## config.mk

```make
export PLATFORM = sky130hd
export DESIGN_NAME = npu_array_scheduler_flat
export DESIGN_NICKNAME = d
export VERILOG_FILES = /design/src/rtl/npu_array_scheduler_if.sv /design/src/rtl/npu_array_scheduler.sv /design/src/flat_wrapper.sv
export SDC_FILE = /design/constraint.sdc
export NUM_CORES = 1
export LEC_CHECK = 0
export BUFFER_PORTS_ARGS = -buffer_cell sky130_fd_sc_hd__clkbuf_2
export CORE_ASPECT_RATIO = 2
export CORE_UTILIZATION = 40
export CTS_BUF_LIST = sky130_fd_sc_hd__clkbuf_2
export DETAILED_ROUTE_END_ITERATION = 10
export PLACE_DENSITY = 0.83
export SYNTH_ARGS = -nofsm -noshare
export SYNTH_HDL_FRONTEND = slang
export SYNTH_SLANG_ARGS = --single-unit
```

## constraint.sdc

```tcl
create_clock -name clk -period 2.66 [get_ports clk]
set_clock_uncertainty 0.1 [all_clocks]
set_input_delay 0.133 -clock clk [delete_from_list [all_inputs] [get_ports clk]]
set_output_delay 0.133 -clock clk [all_outputs]
set_load 0.005 [all_outputs]
```

## src/rtl/npu_array_scheduler_if.sv

```systemverilog
// Control and result-stream bundle between the host/FIFO side and the
// matrix-pass scheduler.
interface npu_array_scheduler_if #(
    parameter int N  = 2,
    parameter int KW = 8,
    parameter int OW = 17
);
    localparam int IW = $clog2(N*N);

    logic              start;
    logic [KW-1:0]     cfg_k;
    logic              busy;
    logic              done;
    logic              pe_clr;
    logic              feed_en;
    logic [N-1:0]      a_pop;
    logic [N-1:0]      b_pop;
    logic [N*N*OW-1:0] pe_out;
    logic              res_valid;
    logic              res_ready;
    logic [OW-1:0]     res_data;
    logic [IW-1:0]     res_idx;
    logic              res_last;

    modport master (
        output start, cfg_k, pe_out, res_ready,
        input  busy, done, pe_clr, feed_en, a_pop, b_pop,
               res_valid, res_data, res_idx, res_last
    );

    modport slave (
        input  start, cfg_k, pe_out, res_ready,
        output busy, done, pe_clr, feed_en, a_pop, b_pop,
               res_valid, res_data, res_idx, res_last
    );
endinterface

```

## src/rtl/npu_array_scheduler.sv

```systemverilog
// Sequences one systolic matrix-multiply pass: clear, skewed operand feed,
// wavefront flush, then drain of all N*N PE results over valid/ready.
module npu_array_scheduler #(
    parameter int N    = 2,
    parameter int KW   = 8,
    parameter int OW   = 17,
    parameter int PIPE = 1
) (
    input  logic                   clk,
    input  logic                   rst,
    npu_array_scheduler_if.slave   io_bus
);
    localparam int IW = $clog2(N*N);
    // Step counter is shared by FEED and FLUSH; sized for k+N-2 at k=2^KW-1.
    localparam int TW = $clog2((1 << KW) + N + PIPE);
    localparam int CW = TW + 1;
    localparam logic [TW-1:0] FLUSH_LAST = TW'(N - 2 + PIPE);
    localparam logic [IW-1:0] IDX_LAST   = IW'(N*N - 1);

    typedef enum logic [2:0] {
        S_IDLE, S_CLEAR, S_FEED, S_FLUSH, S_DRAIN, S_DONE
    } state_t;

    state_t          r_state;
    logic [KW-1:0]   r_k;
    logic [TW-1:0]   r_t;
    logic [IW-1:0]   r_idx;

    logic [TW-1:0]   w_feed_last;
    logic [N-1:0]    w_pop;
    logic [OW-1:0]   w_pe [N*N];

    assign w_feed_last = TW'(r_k) + TW'(N - 2);

    always_ff @(posedge clk or posedge rst) begin
        if (rst) begin
            r_state <= S_IDLE;
            r_k     <= '0;
            r_t     <= '0;
            r_idx   <= '0;
        end else begin
            case (r_state)
                S_IDLE: begin
                    if (io_bus.start) begin
                        r_k     <= io_bus.cfg_k;
                        r_state <= S_CLEAR;
                    end
                end
                S_CLEAR: begin
                    r_t     <= '0;
                    r_idx   <= '0;
                    // An empty inner dimension drains the freshly cleared zeros.
                    r_state <= (r_k != '0) ? S_FEED : S_DRAIN;
                end
                S_FEED: begin
                    if (r_t == w_feed_last) begin
                        r_t     <= '0;
                        r_state <= S_FLUSH;
                    end else begin
                        r_t <= r_t + 1'b1;
                    end
                end
                S_FLUSH: begin
                    if (r_t == FLUSH_LAST) begin
                        r_t     <= '0;
                        r_idx   <= '0;
                        r_state <= S_DRAIN;
                    end else begin
                        r_t <= r_t + 1'b1;
                    end
                end
                S_DRAIN: begin
                    if (io_bus.res_ready) begin
                        if (r_idx == IDX_LAST) begin
                            r_idx   <= '0;
                            r_state <= S_DONE;
                        end else begin
                            r_idx <= r_idx + 1'b1;
                        end
                    end
                end
                S_DONE:  r_state <= S_IDLE;
                default: r_state <= S_IDLE;
            endcase
        end
    end

    // Lane gi is active for k consecutive steps starting at step gi (skew).
    for (genvar gi = 0; gi < N; gi++) begin : g_pop
        logic w_in_window;
        assign w_in_window = ({1'b0, r_t} >= CW'(gi)) &&
                             ({1'b0, r_t} <  CW'(gi) + CW'(r_k));
        assign w_pop[gi] = (r_state == S_FEED) && w_in_window;
    end

    for (genvar gi = 0; gi < N*N; gi++) begin : g_pe
        assign w_pe[gi] = io_bus.pe_out[gi*OW +: OW];
    end

    assign io_bus.busy      = (r_state == S_CLEAR) || (r_state == S_FEED) ||
                              (r_state == S_FLUSH) || (r_state == S_DRAIN);
    assign io_bus.done      = (r_state == S_DONE);
    assign io_bus.pe_clr    = (r_state == S_CLEAR);
    assign io_bus.feed_en   = (r_state == S_FEED) || (r_state == S_FLUSH);
    assign io_bus.a_pop     = w_pop;
    assign io_bus.b_pop     = w_pop;
    assign io_bus.res_valid = (r_state == S_DRAIN);
    assign io_bus.res_idx   = r_idx;
    assign io_bus.res_last  = (r_state == S_DRAIN) && (r_idx == IDX_LAST);
    assign io_bus.res_data  = w_pe[r_idx];
endmodule

```

## src/flat_wrapper.sv

```systemverilog
// flat-port wrapper written by rule: the top's interface ports become plain ports
module npu_array_scheduler_flat 
#(
    parameter int N    = 2,
    parameter int KW   = 8,
    parameter int OW   = 17,
    parameter int PIPE = 1
)
  (clk, rst, io_bus_start, io_bus_cfg_k, io_bus_pe_out, io_bus_res_ready, io_bus_busy, io_bus_done, io_bus_pe_clr, io_bus_feed_en, io_bus_a_pop, io_bus_b_pop, io_bus_res_valid, io_bus_res_data, io_bus_res_idx, io_bus_res_last);
  npu_array_scheduler_if #(.N(N), .KW(KW), .OW(OW)) io_bus_i ();
  input  logic clk;
  input  logic rst;
  input wire logic [$bits(io_bus_i.start)-1:0] io_bus_start;
  input wire logic [$bits(io_bus_i.cfg_k)-1:0] io_bus_cfg_k;
  input wire logic [$bits(io_bus_i.pe_out)-1:0] io_bus_pe_out;
  input wire logic [$bits(io_bus_i.res_ready)-1:0] io_bus_res_ready;
  output wire logic [$bits(io_bus_i.busy)-1:0] io_bus_busy;
  output wire logic [$bits(io_bus_i.done)-1:0] io_bus_done;
  output wire logic [$bits(io_bus_i.pe_clr)-1:0] io_bus_pe_clr;
  output wire logic [$bits(io_bus_i.feed_en)-1:0] io_bus_feed_en;
  output wire logic [$bits(io_bus_i.a_pop)-1:0] io_bus_a_pop;
  output wire logic [$bits(io_bus_i.b_pop)-1:0] io_bus_b_pop;
  output wire logic [$bits(io_bus_i.res_valid)-1:0] io_bus_res_valid;
  output wire logic [$bits(io_bus_i.res_data)-1:0] io_bus_res_data;
  output wire logic [$bits(io_bus_i.res_idx)-1:0] io_bus_res_idx;
  output wire logic [$bits(io_bus_i.res_last)-1:0] io_bus_res_last;
  assign io_bus_i.start = io_bus_start;
  assign io_bus_i.cfg_k = io_bus_cfg_k;
  assign io_bus_i.pe_out = io_bus_pe_out;
  assign io_bus_i.res_ready = io_bus_res_ready;
  assign io_bus_busy = io_bus_i.busy;
  assign io_bus_done = io_bus_i.done;
  assign io_bus_pe_clr = io_bus_i.pe_clr;
  assign io_bus_feed_en = io_bus_i.feed_en;
  assign io_bus_a_pop = io_bus_i.a_pop;
  assign io_bus_b_pop = io_bus_i.b_pop;
  assign io_bus_res_valid = io_bus_i.res_valid;
  assign io_bus_res_data = io_bus_i.res_data;
  assign io_bus_res_idx = io_bus_i.res_idx;
  assign io_bus_res_last = io_bus_i.res_last;
  npu_array_scheduler #(.N(N), .KW(KW), .OW(OW), .PIPE(PIPE)) u_core (.clk(clk), .rst(rst), .io_bus(io_bus_i));
endmodule
```

==> results of run 1 <==
## worst max-delay path by stage
stage	cells past startpoint	end
2_1_floorplan	10	io_bus_b_pop[1]
3_3_place_gp	10	io_bus_a_pop[1]
3_5_place_dp	10	io_bus_b_pop[1]
4_1_cts	10	io_bus_b_pop[1]
5_1_grt	10	io_bus_b_pop[1]
6_report	10	io_bus_b_pop[1]
## worst max-delay path: stages, from the launching register on
cell and delay, ps:
sky130_fd_sc_hd__dfrtp_1 420, sky130_fd_sc_hd__inv_2 70, sky130_fd_sc_hd__nor4_4 300, sky130_fd_sc_hd__nand4_1 150, sky130_fd_sc_hd__xnor2_1 160, sky130_fd_sc_hd__ha_1 310, sky130_fd_sc_hd__and4_1 190, sky130_fd_sc_hd__o21ai_1 70
sky130_fd_sc_hd__a21oi_1 50, sky130_fd_sc_hd__and4b_1 280, sky130_fd_sc_hd__buf_2 130
## cell usage after synthesis, types with 3 or more instances
cell type / count / area, um2
sky130_fd_sc_hd__mux4_2: 17 / 383
sky130_fd_sc_hd__nor2_1: 12 / 45.0
sky130_fd_sc_hd__a21oi_1: 6 / 30.0
sky130_fd_sc_hd__clkbuf_1: 5 / 18.8
sky130_fd_sc_hd__o21a_1: 4 / 30.0
sky130_fd_sc_hd__nand3_1: 10 / 50.1
sky130_fd_sc_hd__xnor2_1: 9 / 78.8
sky130_fd_sc_hd__dfrtp_1: 22 / 551
sky130_fd_sc_hd__nor3_1: 5 / 25.0
sky130_fd_sc_hd__nand2_1: 16 / 60.1
sky130_fd_sc_hd__ha_1: 22 / 275
sky130_fd_sc_hd__o21ai_0: 22 / 110
sky130_fd_sc_hd__and3_1: 5 / 31.3
sky130_fd_sc_hd__nor2b_1: 4 / 25.0
sky130_fd_sc_hd__nor4_1: 3 / 18.8
sky130_fd_sc_hd__o32ai_1: 4 / 35.0
sky130_fd_sc_hd__buf_4: 3 / 22.5
sky130_fd_sc_hd__inv_1: 15 / 56.3
## metal layers
layer  part of all wire [%]  GRT usage, %
met4                    3.3          10.2
met5                      0             0
met3                     13          8.08
met1                     31          22.4
met2                     52          44.5
## cell type report
class / instances / area [um2] / area share (%)
clock buffer: 3 / 15.0 / 0.520
multi-input combinational: 162 / 1450 / 50.2
inverter: 15 / 56.3 / 1.95
timing repair buffer: 128 / 713 / 24.7
tap: 57 / 71.3 / 2.47
sequential: 22 / 551 / 19.1
clock inverter: 1 / 30.0 / 1.04
## flip-flops by register name, indices dropped and copies added (netlist names)
signal and cells:
u_core.io_bus.res_idx 2, u_core.r_state 3, u_core.r_k 8, u_core.r_t 9
## per-stage QoR
| stage | hold WS, ps | cell area (um2) |
|---|---|---|
| 2_1_floorplan | 22.2 | 2070 |
| 3_3_place_gp | 215 | 2620 |
| 3_5_place_dp | 237 | 2620 |
| 4_1_cts | 59.9 | 2840 |
| 5_1_grt | 58.0 | 2890 |
| 6_report | 22.6 | 2890 |
## cell families after synthesis
logic type | share of synthesized area, %
AND/OR/NAND/NOR | 17.3
flip-flops | 26.6
buffers and inverters | 6.29
AO/OA/AOI/OAI | 13.7
XOR/XNOR | 3.81
adder cells (fa/ha/maj) | 13.3
multiplexers | 19.0
## power groups by stage
stage | sequential [mW] | combinational [mW] | clock, mW
6_report | 0.600 | 1.56 | 0.250
5_1_grt | 0.616 | 1.71 | 0.257
4_1_cts | 0.593 | 1.46 | 0.245
3_5_place_dp | 0.608 | 1.34 | 0
3_3_place_gp | 0.603 | 1.31 | 0
2_1_floorplan | 0.540 | 1.01 | 0
## timing repair
action	in CTS	in global routing
setup buffers	5	4
hold buffers	9	0
resized for setup	12	5
cloned	0	0
hold endpoints to repair	30	0
endpoints found under the setup margin	2	4
pin swaps	13	3
==> impl_metrics.tcl, run 1 <==
set metrics [dict create \
    worstSetupStartpoint "u_core.r_k[2]" \
    most-common-layout-cells "109 x sky130_fd_sc_hd__clkbuf_2, 22 x sky130_fd_sc_hd__dfrtp_1, 21 x sky130_fd_sc_hd__ha_1, 20 x sky130_fd_sc_hd__o21ai_0, 17 x sky130_fd_sc_hd__mux4_2" \
    placeableCoreArea_um2 4910 \
    tns_ps -165 \
    postSynth.asyncResetShare_pct 100 \
    tightest_slew_ps 863 \
    cts_htree_levels 1 \
    routability_congestion_estimate_from_global_placement 0.914 \
    netSwitchingFraction_pct 45.5 \
    grt_max_degree 23 \
    io-pin-count 109 \
    maxSlewViolCount 0 \
    crit_required_ps 2430 \
    cts-root-buf "sky130_fd_sc_hd__clkbuf_2" \
    final-setup-viol-count 2 \
    setup_repair_after_global_routing_missed_its_margin "yes" \
    post_synth_edffs 0 \
    internal_power_mw 1.31 \
    synth.avg_cell_area_um2 9.81 \
    failed_checks "setup timing" \
    post_drt_via_cell_ratio 5.67 \
    die_h_um 104 \
    grt_antenna_before_repair 0 \
    vias_in_the_first_global_route 2150 \
    remaining_drc_errors 0 \
    cts_made_buffers 3 \
    timing.final.crit_share_pct 103 \
    clkSinkCount 22 \
    sequentialPowerShare_pct 24.9 \
    total_standard_cell_area_after_synthesis_um2 2070 \
    comb_power_share_pct 64.7 \
    reg2reg_setup_slack_ps 420 \
    insertion_delay_ps 390 \
    fmax_ghz 0.365 \
    hpwlAfterDp_um 5290 \
    regToRegEndpoint "u_core.r_t[6]" \
    total_placed_cells_including_tap_cells 366 \
    peakVddDrop_v 0.000846 \
    num_antenna_cells 0 \
    min_delay_path_depth 3 \
    launching_point_of_the_worst_reg2reg_path "u_core.r_k[3]" \
    pre_cts_slack_ps 223 \
    via_count 2201 \
    slew_headroom_pct 42.4 \
    die_x_um 52.9 \
    placement_row_count 36 \
    grt-ovfl-total 0 \
    start_util_pct 42.2 \
    layout.filler_cells 431 \
    ant_nets 0 \
    floorplan.die_area_um2 5480 \
    placement.io_buffers 108 \
    startpoint_type "flop" \
    clock_tree_from_tritoncts "built" \
    most_common_flop_cell_mapped_by_yosys "sky130_fd_sc_hd__dfrtp_1" \
    clkPwrFrac_pct 10.4 \
    detail_route.wl_per_cell_um 17.2 \
    final_common_cell "sky130_fd_sc_hd__clkbuf_2" \
    worstHoldEndpoint "u_core.r_state[2]" \
    post-route-util_pct 58.8 \
    cellLeakagePower_nw 1.43 \
    nature_of_the_critical_path_endpoint "primary output" \
    critical_path_class "flop to primary output" \
    drt-total-wl_um 6680 \
    hold_start "io_bus_res_ready" \
    global_routing_usage_summed_across_all_routing_layers_pct 24.2 \
    rr_worst_depth 8 \
    status "finished with violations" \
    drt_pass1_iterations 4 \
    hold_path.class "input pin to flop" \
    final_net_count 434 \
    yosysSeqAreaShare_pct 26.6 \
    grt_pass1_wl_um 9870 \
    post_synthesis_cells 211 \
    drt_first_iter_violations 50 \
    cell_pwr_density_nw_per_um2 833 \
    synth-seq-cells 22 \
    finalWorstPathRequiredPeriod_ps 2740 \
    post_layout_cell_count 388 \
    clk_pin_slew_worst_paths_ps 240 \
    net_count_synth 313 \
    synthDistinctLibCells 40 \
    switching_power_mw 1.10 \
    finalHoldViolCount 0 \
    timing.final.ws_setup_ps -82.5 \
    path_max_fanout 3 \
    count_of_synthesis_stage_warnings_from_yosys 0 \
    layout-drive-gt1-share_pct 47.1 \
    crit_arrival_ps 2510 \
    cts-root-to-sink-buffers 2 \
    area_growth_syn_to_layout_pct 39.5 \
    cap_violations 0 \
    fin_total_pwr_mw 2.40 \
]
No activity file was read; power rests on OpenSTA's default activity.
==> inputs of run 2 (changes only) <==
--- a/config.mk
+++ b/config.mk
@@ -6,7 +6,6 @@
 export NUM_CORES = 1
 export LEC_CHECK = 0
 export BUFFER_PORTS_ARGS = -buffer_cell sky130_fd_sc_hd__clkbuf_2
-export CORE_ASPECT_RATIO = 2
 export CORE_UTILIZATION = 40
 export CTS_BUF_LIST = sky130_fd_sc_hd__clkbuf_2
 export DETAILED_ROUTE_END_ITERATION = 10
==> run 2 against run 1 <==
  * The run still ends with setup timing left
  * Flip-flop and latch count did not move
  * Via count fell by 3.0%
  * Register-to-register slack barely moved
  * Critical path depth did not move
  * Maximum frequency fell by 1.4%
  * Cell count rose by 2.1%
  * Power fell by 4.5%
==> impl_metrics.tcl, run 2 (synthesized netlist as in run 1, its figures left out) <==
set metrics [dict create \
    most-common-layout-cells "111 x sky130_fd_sc_hd__clkbuf_2, 22 x sky130_fd_sc_hd__o21ai_0, 22 x sky130_fd_sc_hd__dfrtp_1, 21 x sky130_fd_sc_hd__ha_1, 17 x sky130_fd_sc_hd__mux4_2" \
    slew_headroom_pct 42.0 \
    final_net_count 432 \
    post_drt_via_cell_ratio 5.39 \
    timing.final.crit_share_pct 105 \
    placement_row_count 25 \
    status "finished with violations" \
    timing.final.ws_setup_ps -122 \
    setup_repair_after_global_routing_missed_its_margin "yes" \
    crit_arrival_ps 2550 \
    vias_in_the_first_global_route 1989 \
    final-seq-area_um2 551 \
    hold_path.class "input pin to flop" \
    cap_violations 0 \
    insertion_delay_ps 350 \
    cts_htree_levels 1 \
    drt_first_iter_violations 78 \
    layout.filler_cells 423 \
    regToRegEndpoint "u_core.r_t[6]" \
    io-pin-count 109 \
    hpwlAfterDp_um 4700 \
    biggestRegsByFlops "u_core.r_t x9, u_core.r_k x8, u_core.r_state x3" \
    grt_antenna_before_repair 0 \
    layout-drive-gt1-share_pct 46.2 \
    floorplan.die_area_um2 5470 \
    maxSlewViolCount 0 \
    clkSinkCount 22 \
    peakVddDrop_v 0.000588 \
    grt-ovfl-total 0 \
    clock_tree_from_tritoncts "built" \
    startpoint_type "flop" \
    fmax_ghz 0.359 \
    min_delay_path_depth 3 \
    path_max_fanout 3 \
    start_util_pct 42.7 \
    detail_route.wl_per_cell_um 15.0 \
    worstHoldEndpoint "u_core.r_state[2]" \
    hold_start "io_bus_res_ready" \
    finalHoldViolCount 0 \
    rr_worst_depth 7 \
    pre_cts_slack_ps 191 \
    nature_of_the_critical_path_endpoint "primary output" \
    placement.io_buffers 108 \
    cts-root-buf "sky130_fd_sc_hd__clkbuf_2" \
    die_h_um 73.9 \
    grt_pass1_wl_um 8750 \
    max_flop_register "u_core.r_t" \
    area_growth_syn_to_layout_pct 38.0 \
    routability_congestion_estimate_from_global_placement 0.892 \
    failed_checks "setup timing" \
    multiInputGateArea_um2 1420 \
    critical_path_class "flop to primary output" \
    die_x_um 73.9 \
    global_routing_usage_summed_across_all_routing_layers_pct 20.9 \
    ant_nets 0 \
    grt_max_degree 23 \
    cell_pwr_density_nw_per_um2 804 \
    placeableCoreArea_um2 4850 \
    post-route-util_pct 58.9 \
    remaining_drc_errors 0 \
    cts_made_buffers 3 \
    tightest_slew_ps 870 \
    cellLeakagePower_nw 1.41 \
    drt-total-wl_um 5950 \
    largest_register_ffs 9 \
    reg2reg_setup_slack_ps 420 \
    via_count 2134 \
    drt_pass1_iterations 4 \
    finalWorstPathRequiredPeriod_ps 2780 \
    launching_point_of_the_worst_reg2reg_path "u_core.r_t[0]" \
    num_antenna_cells 0 \
    cts-root-to-sink-buffers 2 \
    crit_required_ps 2430 \
    clk_pin_slew_worst_paths_ps 230 \
    final-setup-viol-count 2 \
    final_common_cell "sky130_fd_sc_hd__clkbuf_2" \
]
## run 2: cell types whose count changed in the layout (fill, tap and decap cells not counted), sizes merged
cell	before	now
clkbuf	109	111
buf	13	9
## run 2: where the power goes
| group | switching (mW) | internal [mW] | total [mW] |
|---|---|---|---|
| Clock | 0.112 | 0.129 | 0.241 |
| Combinational | 0.755 | 0.714 | 1.47 |
| Sequential | 0.142 | 0.443 | 0.585 |
| Total | 1.01 | 1.29 | 2.30 |
## run 2: metal layers
metal / track usage, % / vias to the layer above / wire [um]
met5: 0 / - / 0
met4: 6.41 / 0 / 137
met3: 2.03 / 20 / 364
met2: 39.7 / 98 / 3100
met1: 24.7 / 991 / 2350
li1: - / 1025 / -
## run 2: area by class of cell
cell class | count | area share (%)
multi-input combinational | 162 | 49.8
timing repair buffer | 126 | 24.4
clock buffer | 3 | 0.526
tap | 67 | 2.93
sequential | 22 | 19.3
clock inverter | 1 | 1.05
inverter | 15 | 1.97
## run 2: stage by stage
stage	TNS (ps)	hold WS [ps]	power (mW)	instance area, um2	std cells
detailed placement	0	241	1.93	2650	378
global placement	0	213	1.89	2650	378
global route	-479	33.4	2.49	2860	396
floorplan	0	22.2	1.55	2070	211
finish	-243	23.4	2.30	2860	396
CTS	-91.8	16.6	2.27	2850	395
## run 2: worst max path at each step
stage	start	end	slack, ps	cells past startpoint
final	u_core.r_k[1]	io_bus_b_pop[1]	-120	10
after floorplan	u_core.r_k[2]	io_bus_b_pop[1]	430	10
after CTS	u_core.r_k[1]	io_bus_b_pop[1]	-50	10
after detailed placement	u_core.r_k[2]	io_bus_b_pop[1]	190	10
after global routing	u_core.r_k[1]	io_bus_a_pop[1]	-240	10
after global placement	u_core.r_k[2]	io_bus_a_pop[1]	290	10
## run 2: repair_timing
| item | in CTS | in global routing |
|---|---|---|
| buffers inserted | 4 | 1 |
| resized for setup | 7 | 2 |
| hold buffers | 9 | 0 |
| hold endpoints to repair | 30 | 0 |
| pin swaps | 2 | 2 |
| endpoints found under the setup margin | 2 | 4 |
## run 2: worst max-delay path: stages, from the launching register on
cell,delay (ps)
sky130_fd_sc_hd__dfrtp_1,440
sky130_fd_sc_hd__ha_2,230
sky130_fd_sc_hd__nand3_2,130
sky130_fd_sc_hd__nor3_4,210
sky130_fd_sc_hd__nand3_1,100
sky130_fd_sc_hd__ha_1,310
sky130_fd_sc_hd__and4_1,200
sky130_fd_sc_hd__o21ai_0,90
sky130_fd_sc_hd__a21oi_1,60
sky130_fd_sc_hd__and4b_1,290
sky130_fd_sc_hd__clkbuf_2,130
==> inputs of run 3 (changes only) <==
--- a/config.mk
+++ b/config.mk
@@ -6,6 +6,7 @@
 export NUM_CORES = 1
 export LEC_CHECK = 0
 export BUFFER_PORTS_ARGS = -buffer_cell sky130_fd_sc_hd__clkbuf_2
+export CORE_ASPECT_RATIO = 1.1
 export CORE_UTILIZATION = 40
 export CTS_BUF_LIST = sky130_fd_sc_hd__clkbuf_2
 export DETAILED_ROUTE_END_ITERATION = 10
==> constraint.sdc (replaced) <==
create_clock -name clk -period 3.5 [get_ports clk]
set_clock_uncertainty 0.1 [all_clocks]
set_input_delay 0.175 -clock clk [delete_from_list [all_inputs] [get_ports clk]]
set_output_delay 0.175 -clock clk [all_outputs]
set_load 0.005 [all_outputs]
==> run 3 against run 2 <==
  * First-iteration DRC count is 10% higher
  * Non-clock buffer count down 7
  * Clock-buffer cell count did not move
  * Cell area is 3.4% lower
  * The flow finishes with violations (DRC)
  * Clock power down 24%
  * Power fell by 28%
  * Largest power group unchanged
  * Sequential share of layout area rose by 0.68 points
  * Register-to-register slack gained 950 ps
  * Die area is essentially flat
  * Sequential power is 22% lower
  * Cell count decreased by 4.0%
  * Hold slack better by 63 ps
==> impl_metrics.tcl, run 3 (synthesized netlist as in run 1, its figures left out) <==
set metrics [dict create \
    cts_made_buffers 3 \
    whs_ps 85.9 \
    layout-drive-gt1-share_pct 42.9 \
    final_net_count 425 \
    grt_max_degree 23 \
    design_area_um2 2760 \
    post_dp_cell_area_um2 2620 \
    num_antenna_cells 0 \
    finalWorstPathRequiredPeriod_ps 2880 \
    post_layout_cell_count 380 \
    finalHoldViolCount 0 \
    crit_arrival_ps 2610 \
    placeableCoreArea_um2 5000 \
    peakVddDrop_v 0.000304 \
    rr_worst_depth 7 \
    reg2reg_setup_slack_ps 1370 \
    fmax_ghz 0.347 \
    cts_hold_buf 9 \
    min_delay_path_depth 3 \
    start_util_pct 41.4 \
    setup_repair_after_global_routing_missed_its_margin "no" \
    clk_pin_slew_worst_paths_ps 230 \
    global_routing_usage_summed_across_all_routing_layers_pct 21.6 \
    clock_tree_from_tritoncts "built" \
    critical_path_class "flop to primary output" \
    cts-root-to-sink-buffers 2 \
    clkPwrFrac_pct 11.1 \
    timing.final.crit_share_pct 82.3 \
    critical_path.max_stage_delay_ps 470 \
    hpwlAfterDp_um 4890 \
    total_placed_cells_including_tap_cells 367 \
    hold_path.class "input pin to flop" \
    cts_setup_buffers 0 \
    hold_start "io_bus_res_ready" \
    vias_in_the_first_global_route 1968 \
    path_max_fanout 5 \
    launching_point_of_the_worst_reg2reg_path "u_core.r_t[0]" \
    final_common_cell "sky130_fd_sc_hd__clkbuf_2" \
    drt_pass1_iterations 8 \
    status "finished with violations" \
    startpoint_type "flop" \
    cell_pwr_density_nw_per_um2 597 \
    cts_resized 0 \
    detail_route.wl_per_cell_um 15.7 \
    io-pin-count 109 \
    post_drt_via_cell_ratio 5.56 \
    drt_first_iter_violations 86 \
    placement.io_buffers 108 \
    clkSinkCount 22 \
    slew_headroom_pct 40.0 \
    placement_row_count 27 \
    crit_required_ps 3220 \
    cp_cell_sequence "inv_1, nor4_1, nand4_1, xnor2_1, ha_1, and4_1, o21ai_0, a21oi_1, and4b_1, clkbuf_2" \
    cpLargestDelayFamily "simple AND/OR/NAND/NOR gates" \
    via_count 2113 \
    most-common-layout-cells "111 x sky130_fd_sc_hd__clkbuf_2, 22 x sky130_fd_sc_hd__o21ai_0, 22 x sky130_fd_sc_hd__ha_1, 22 x sky130_fd_sc_hd__dfrtp_1, 17 x sky130_fd_sc_hd__mux4_2" \
    remaining_drc_errors 28 \
    cellLeakagePower_nw 1.37 \
    netSwitchingFraction_pct 43.9 \
    critical_path_buf_inv_count 2 \
    switching_power_mw 0.724 \
    drt-total-wl_um 5950 \
    cts-root-buf "sky130_fd_sc_hd__clkbuf_2" \
    layout.filler_cells 455 \
    regToRegEndpoint "u_core.r_t[6]" \
    tns_ps 0 \
    routability_congestion_estimate_from_global_placement 0.879 \
    failed_checks "DRC" \
    worstHoldEndpoint "u_core.r_state[2]" \
    grt-ovfl-total 0 \
    crit_path_top_delay_cell "sky130_fd_sc_hd__dfrtp_1" \
    die_h_um 77.4 \
    nature_of_the_critical_path_endpoint "primary output" \
    floorplan.die_area_um2 5470 \
    sequentialPowerShare_pct 27.9 \
    die_x_um 70.6 \
    grt_pass1_wl_um 9220 \
    cap_violations 0 \
    comb_power_share_pct 61.0 \
    area_growth_syn_to_layout_pct 33.3 \
    tightest_slew_ps 898 \
    insertion_delay_ps 340 \
    cts_htree_levels 1 \
    max_flop_register "u_core.r_t" \
    internal_power_mw 0.923 \
    ant_nets 0 \
    biggestRegsByFlops "u_core.r_t x9, u_core.r_k x8, u_core.r_state x3" \
    grt_antenna_before_repair 0 \
    maxSlewViolCount 0 \
    final-setup-viol-count 0 \
    largest_register_ffs 9 \
]
==> run 3: cell count changes in the layout (fill, tap and decap cells not counted), sizes merged <==
cell / delta
buf: -7
==> run 3: routing by layer <==
metal  global-route usage (%)  share of wire [%]
met1                     27.4                 40
met2                     37.5                 48
met3                     4.81                 11
met4                     5.20               0.81
met5                        0                  0
==> run 3: worst max-delay path by stage <==
stage / start / endpoint / slack [ps] / cells past startpoint
final: u_core.r_k[2] / io_bus_b_pop[1] / 620 / 10
after global placement: u_core.r_k[2] / io_bus_b_pop[1] / 1150 / 10
after global routing: u_core.r_k[2] / io_bus_a_pop[1] / 240 / 10
after detailed placement: u_core.r_k[2] / io_bus_a_pop[1] / 1030 / 10
after floorplan: u_core.r_k[2] / io_bus_b_pop[1] / 1220 / 10
after CTS: u_core.r_k[2] / io_bus_a_pop[1] / 610 / 10
==> run 3: power groups by stage <==
stage                     Sequential [mW]  Combinational, mW  Clock, mW
after global routing                0.475               1.13      0.202
after global placement              0.458              0.957          0
after detailed placement            0.461              0.988          0
after floorplan                     0.411              0.771          0
final                               0.459               1.00      0.184
after CTS                           0.455               1.01      0.185
==> run 3: worst register-to-register path: cells and delay by family, from the launching register on <==
| family | cells | cell delay, ps |
|---|---|---|
| adders and majority gates | 1 | 330 |
| DFF | 1 | 500 |
| and+or+nand+nor | 3 | 660 |
| buffers and inverters | 1 | 120 |
| AOI/OAI and AO/OA | 2 | 350 |
==> run 3: cell type report <==
type | instances | area, um2 | area share (%)
multi-input cells | 162 | 1390 | 50.3
well taps | 58 | 72.6 | 2.63
flip-flops and latches | 22 | 551 | 20.0
clock inverters | 1 | 30.0 | 1.09
repair buffers | 119 | 646 | 23.4
inverters | 15 | 56.3 | 2.04
clock buffers | 3 | 15.0 | 0.544
==> run 3: through the flow <==
step	util, %	setup slack [ps]	power, mW
after detailed placement	52.5	1030	1.45
after CTS	55.2	613	1.65
after global routing	55.2	245	1.81
after floorplan	-	1220	1.18
final	55.2	619	1.65
after global placement	52.5	1150	1.42
